**src/rtl/fetch_sequencer_pkg.sv**
```systemverilog
// fetch_sequencer_pkg: shared widths, reset PC and fetch FSM encoding
package fetch_sequencer_pkg;
  localparam int ADDR_W_DEF = 4;
  localparam int DATA_W_DEF = 8;
  localparam int RESET_PC_DEF = 0;
  typedef enum logic [1:0] {ISSUE, READ, HOLD, STORE} state_t;
endpackage

```
**src/rtl/fetch_sequencer.sv**
```systemverilog
// fetch_sequencer: sole master of the memory port; fetches bytes at pc, performs stores, handles irq entry/return
module fetch_sequencer
  import fetch_sequencer_pkg::*;
#(
  parameter int ADDR_W = ADDR_W_DEF,
  parameter int DATA_W = DATA_W_DEF,
  parameter int RESET_PC = RESET_PC_DEF,
  parameter bit IEN_RESET = 1'b1
) (
  input  logic              clk,
  input  logic              rst,
  output logic [ADDR_W-1:0] address1,
  output logic              sta1,
  output logic [DATA_W-1:0] dataout_mp,
  input  logic [DATA_W-1:0] datain_mp,
  output logic              ir_valid,
  output logic [DATA_W-1:0] ir_data,
  output logic [ADDR_W-1:0] ir_pc,
  input  logic              ir_ready,
  input  logic              st_req,
  input  logic [ADDR_W-1:0] st_addr,
  input  logic [DATA_W-1:0] st_data,
  output logic              st_ack,
  input  logic              jmp_valid,
  input  logic [ADDR_W-1:0] jmp_addr,
  input  logic              iret,
  input  logic              irq,
  input  logic [ADDR_W-1:0] irq_vec,
  output logic              irq_ack
);
  state_t state, state_n;
  logic [ADDR_W-1:0] pc, pc_n, epc, epc_n;
  logic ien, ien_n, take_irq, redirect, latch;
  always_comb begin
    take_irq = state == ISSUE && !st_req && irq && ien;
    redirect = jmp_valid || iret;
    latch = state == READ && !redirect;
    // a redirect always restarts at ISSUE, but a STORE in flight still drives the port this cycle
    state_n = redirect ? ISSUE :
              state == ISSUE ? (st_req ? STORE : take_irq ? ISSUE : READ) :
              state == READ ? HOLD :
              state == HOLD ? (ir_ready ? ISSUE : HOLD) : ISSUE;
    pc_n = jmp_valid ? jmp_addr :
           iret ? epc :
           take_irq ? irq_vec :
           state == READ ? pc + ADDR_W'(1) : pc;
    epc_n = take_irq ? pc : epc;
    ien_n = iret ? 1'b1 : take_irq ? 1'b0 : ien;
    sta1 = state == STORE;
    st_ack = state == STORE;
    address1 = state == STORE ? st_addr : pc;
    dataout_mp = state == STORE ? st_data : '0;
    ir_valid = state == HOLD;
    irq_ack = take_irq;
  end
  always_ff @(posedge clk) begin
    if (rst) begin
      state <= ISSUE;
      pc <= ADDR_W'(RESET_PC);
      epc <= '0;
      ien <= IEN_RESET;
      ir_data <= '0;
      ir_pc <= '0;
    end else begin
      state <= state_n;
      pc <= pc_n;
      epc <= epc_n;
      ien <= ien_n;
      if (latch) begin
        ir_data <= datain_mp;
        ir_pc <= pc;
      end
    end
  end
endmodule

```
**config.mk**
```make
export PLATFORM = sky130hd
export DESIGN_NAME = fetch_sequencer
export DESIGN_NICKNAME = d
export VERILOG_FILES = /design/src/rtl/fetch_sequencer_pkg.sv /design/src/rtl/fetch_sequencer.sv
export SDC_FILE = /design/constraint.sdc
export NUM_CORES = 1
export LEC_CHECK = 0
export ABC_CLOCK_PERIOD_IN_PS = 1400
export CORE_MARGIN = 2
export CORE_UTILIZATION = 35
export CTS_CLUSTER_DIAMETER = 200
export DETAILED_ROUTE_END_ITERATION = 6
export MAX_ROUTING_LAYER = met4
export PLACE_DENSITY_LB_ADDON = 0.05
export SYNTH_ARGS = -nofsm -noshare
export SYNTH_HDL_FRONTEND = slang
export SYNTH_SLANG_ARGS = --single-unit
```
**constraint.sdc**
```tcl
create_clock -name clk -period 1.4 [get_ports clk]
set_input_delay 0.35 -clock clk [delete_from_list [all_inputs] [get_ports clk]]
set_output_delay 0.35 -clock clk [all_outputs]
set_load 0.005 [all_outputs]
```
==> impl_metrics.toml, run 1 <==
[placement]
place.port_buffers = 62
hpwl_mm = 2.731
gp_congestion = 0.9356
dp_slack_ps = -693.6
dp_cells = 273

[floorplan]
die_area_um2 = 3794
die-width_um = 61.60
num_rows = 20
die_h_um = 61.60
pin_count = 63
core-area_um2 = 3103
initial_core_util = 0.3742

[yosys]
synth.area.top_cells = "dfxtp_1, nand2_1, a21oi_1, and3_1, mux2_2"
syn_area_um2 = 1161
ys.flop_type = "dfxtp_1"
yosysMostFrequentCell = "nand2_1"
seq_area_frac_synth = 0.3966
syn_area_per_cell_um2 = 7.793
syn_inst = 149
ys_types = 35
yosys_warnings = 0
synth_common_cells = "nand2_1, dfxtp_1, a21oi_1"
synth_edf_count = 0
netlist.area_leader.share = 0.3966
syn-num-nets = 185
ys_ff_latch = 23
yosysTopAreaCell = "dfxtp_1"
synth_async_sr_flop_share = 0

[power_and_ir_drop]
p_switching_uw = 402.6
switching_share = 0.2846
worst_ir_drop_vdd_v = 0.0005441
powerDensity_nw_per_um2 = 599.4
power_leakage_uw = 0.001048
seq_power_share = 0.482
p_int_uw = 1012
comb_power_share = 0.285
pwr-share-clk = 0.234

[timing]
rsz0062_at_grt = "true"
timing.final.crit_period_ps = 1700
period_share = 1.214
report.final.hold_viol_count = 0
fin_worst_hold_slack_ps = 464.1
slew_viol_final = 0
setup_viol = 32
tightestPinTransition_ps = 385.0
relSlewSlack = 0.7427
fin_skew_ps = 22.42
setup_slack_ps = -300.0
fmaxAchievable_ghz = 0.5882

[finish]
fill_cells = 243
fin_cells = 287
nets = 280
regArea_um2 = 481.7
fin_util = 0.7605
diodes = 0
multi_input_area_um2 = 854.6
syn_to_final_growth_pct = 103.2
drive_gt1_frac = 0.4856

[global_routing]
track_usage = 0.2232
grt_first_pass_wirelength_mm = 6.030
grt_pass1_vias = 1335
grt-ovfl-total = 0
grt_max_degree = 14
antenna_found_initial = 0

[detailed_routing]
first_pass_iters = 4
initialDrtViolationCount = 38
antenna_left = 0
dr.max_layer_used = "met4"
avgViaCountPerCell = 5.035
met2_length_mm = 2.231
via_count = 1445
drc = 0
wl_met3_um = 332
wl_met1_mm = 1.671
routed_wl_mm = 4.324
wire_per_inst_um = 15.07

[cts]
clk_path_buf_depth = 2
cts_root_buf = "clkbuf_4"
cts.sinks = 23
clk_pin_slew_ps = 150
cts_tree = "done"
clk_latency_ps = 330
hold_buffers = 0
cts_buffers = 3
htree_levels = 1

[worst_hold_path]
hp-class = "flip-flop to flip-flop"

[critical_path]
critPathKind = "flip-flop to output port"
start_kind = "flip-flop"
cp.arrival_ps = 1350
cp_max_fo = 5
crit_path_end_kind = "output port"
cp.required_ps = 1050

[run_status]
outcome = "finished with violations"
violations = "setup timing"

[flow_run]
cap_viol_max_count = 0
-- sequential cells by signal, summed over array words and instances, names as in the netlist --
signal / cells
ir_data: 8
epc: 4
ir_pc: 4
pc: 4
state: 2
ien: 1
-- cell families (layout without fill, tap and decap cells) --
logic type	after synthesis	in the layout	share of synthesized area
simple gates	74	74	0.2996
compound gates	31	31	0.1767
flops	23	23	0.3966
buf+inv	14	108	0.06141
mux	5	5	0.04741
fa+ha+maj	1	1	0.01077
xor+xnor	1	1	0.007544
-- cell type report --
class                           count  area share
Clock buffer                        3    0.009544
Clock inverter                      1    0.002121
Inverter                            5    0.009544
Multi-Input combinational cell    112      0.3621
Sequential cell                    23      0.2041
Tap cell                           44     0.02333
Timing Repair Buffer               99      0.3892
-- worst paths after layout --
kind	from	endpoint	slack, ps	cells past startpoint
worst max-delay path	state[1]$_SDFF_PP0_	address1[3]	-300	4
worst max register to register	state[1]$_SDFF_PP0_	ir_data[7]$_SDFFE_PP0P_	-200	8
worst min-delay path	ir_data[5]$_SDFFE_PP0P_	ir_data[5]$_SDFFE_PP0P_	460	2
worst min register to register	ir_data[5]$_SDFFE_PP0P_	ir_data[5]$_SDFFE_PP0P_	460	2
-- layer usage --
layer  vias to the layer above  global-route usage
met2                        67              0.4030
met3                        12             0.04832
li1                        699                   -
met5                         -                   -
met4                         0             0.07599
met1                       667              0.2385
-- critical path, cell delays in order, from the launching register on --
cell	delay (ps)
dfxtp_4	370
buf_6	130
nand2_8	90
mux2_4	310
buf_6	120
-- through the flow --
step                total power [uW]  instance area (um^2)  TNS [ps]
floorplan                      809.5                  1161         0
global route                    1473                  2360     -6256
CTS                             1378                  2221     -3528
finish                          1415                  2360     -5467
detailed placement              1017                  1988    -12330
global placement                1010                  1988    -11770
-- placed cells by master (no fill, tap or decap), types with 2 or more instances in the layout --
cell	synthesis	final
nand2b_1	3	3
clkinv_2	1	2
and3_1	9	4
nand2_4	0	3
dfxtp_2	0	11
buf_4	2	26
buf_6	1	23
a21oi_1	20	10
a21oi_2	0	10
clkbuf_4	0	3
dfxtp_1	23	10
mux2_4	0	4
or3_4	1	2
nand2_2	0	6
buf_2	2	4
nand3_1	2	2
nor2_1	12	11
dfxtp_4	0	2
nor3_4	0	2
and3_4	0	5
dlygate4sd2_1	0	13
clkdlybuf4s50_1	0	33
inv_1	4	2
nand2_1	38	28
-- power by group through the flow --
stage	logic, uW	registers (uW)	clock network (uW)
6_report	403	681	330
5_1_grt	428	683	362
4_1_cts	366	681	332
3_5_place_dp	319	698	0
3_3_place_gp	313	698	0
2_1_floorplan	106	704	0
-- timing repair --
| action | in CTS | in global routing |
|---|---|---|
| buffers inserted | 10 | 5 |
| pin swaps | 16 | 15 |
| cloned | 0 | 1 |
| endpoints found under the setup margin | 32 | 32 |
| endpoints found under the hold margin | 0 | 0 |
| resized for setup | 131 | 41 |
Note: power is estimated with default switching activity, not from simulation.
==> run 2, diff against run 1 <==
ABC_CLOCK_PERIOD_IN_PS = not set   (was 1400)
==> results of run 2 <==
Final layout, timing and power as in run 1 (identical DEF).
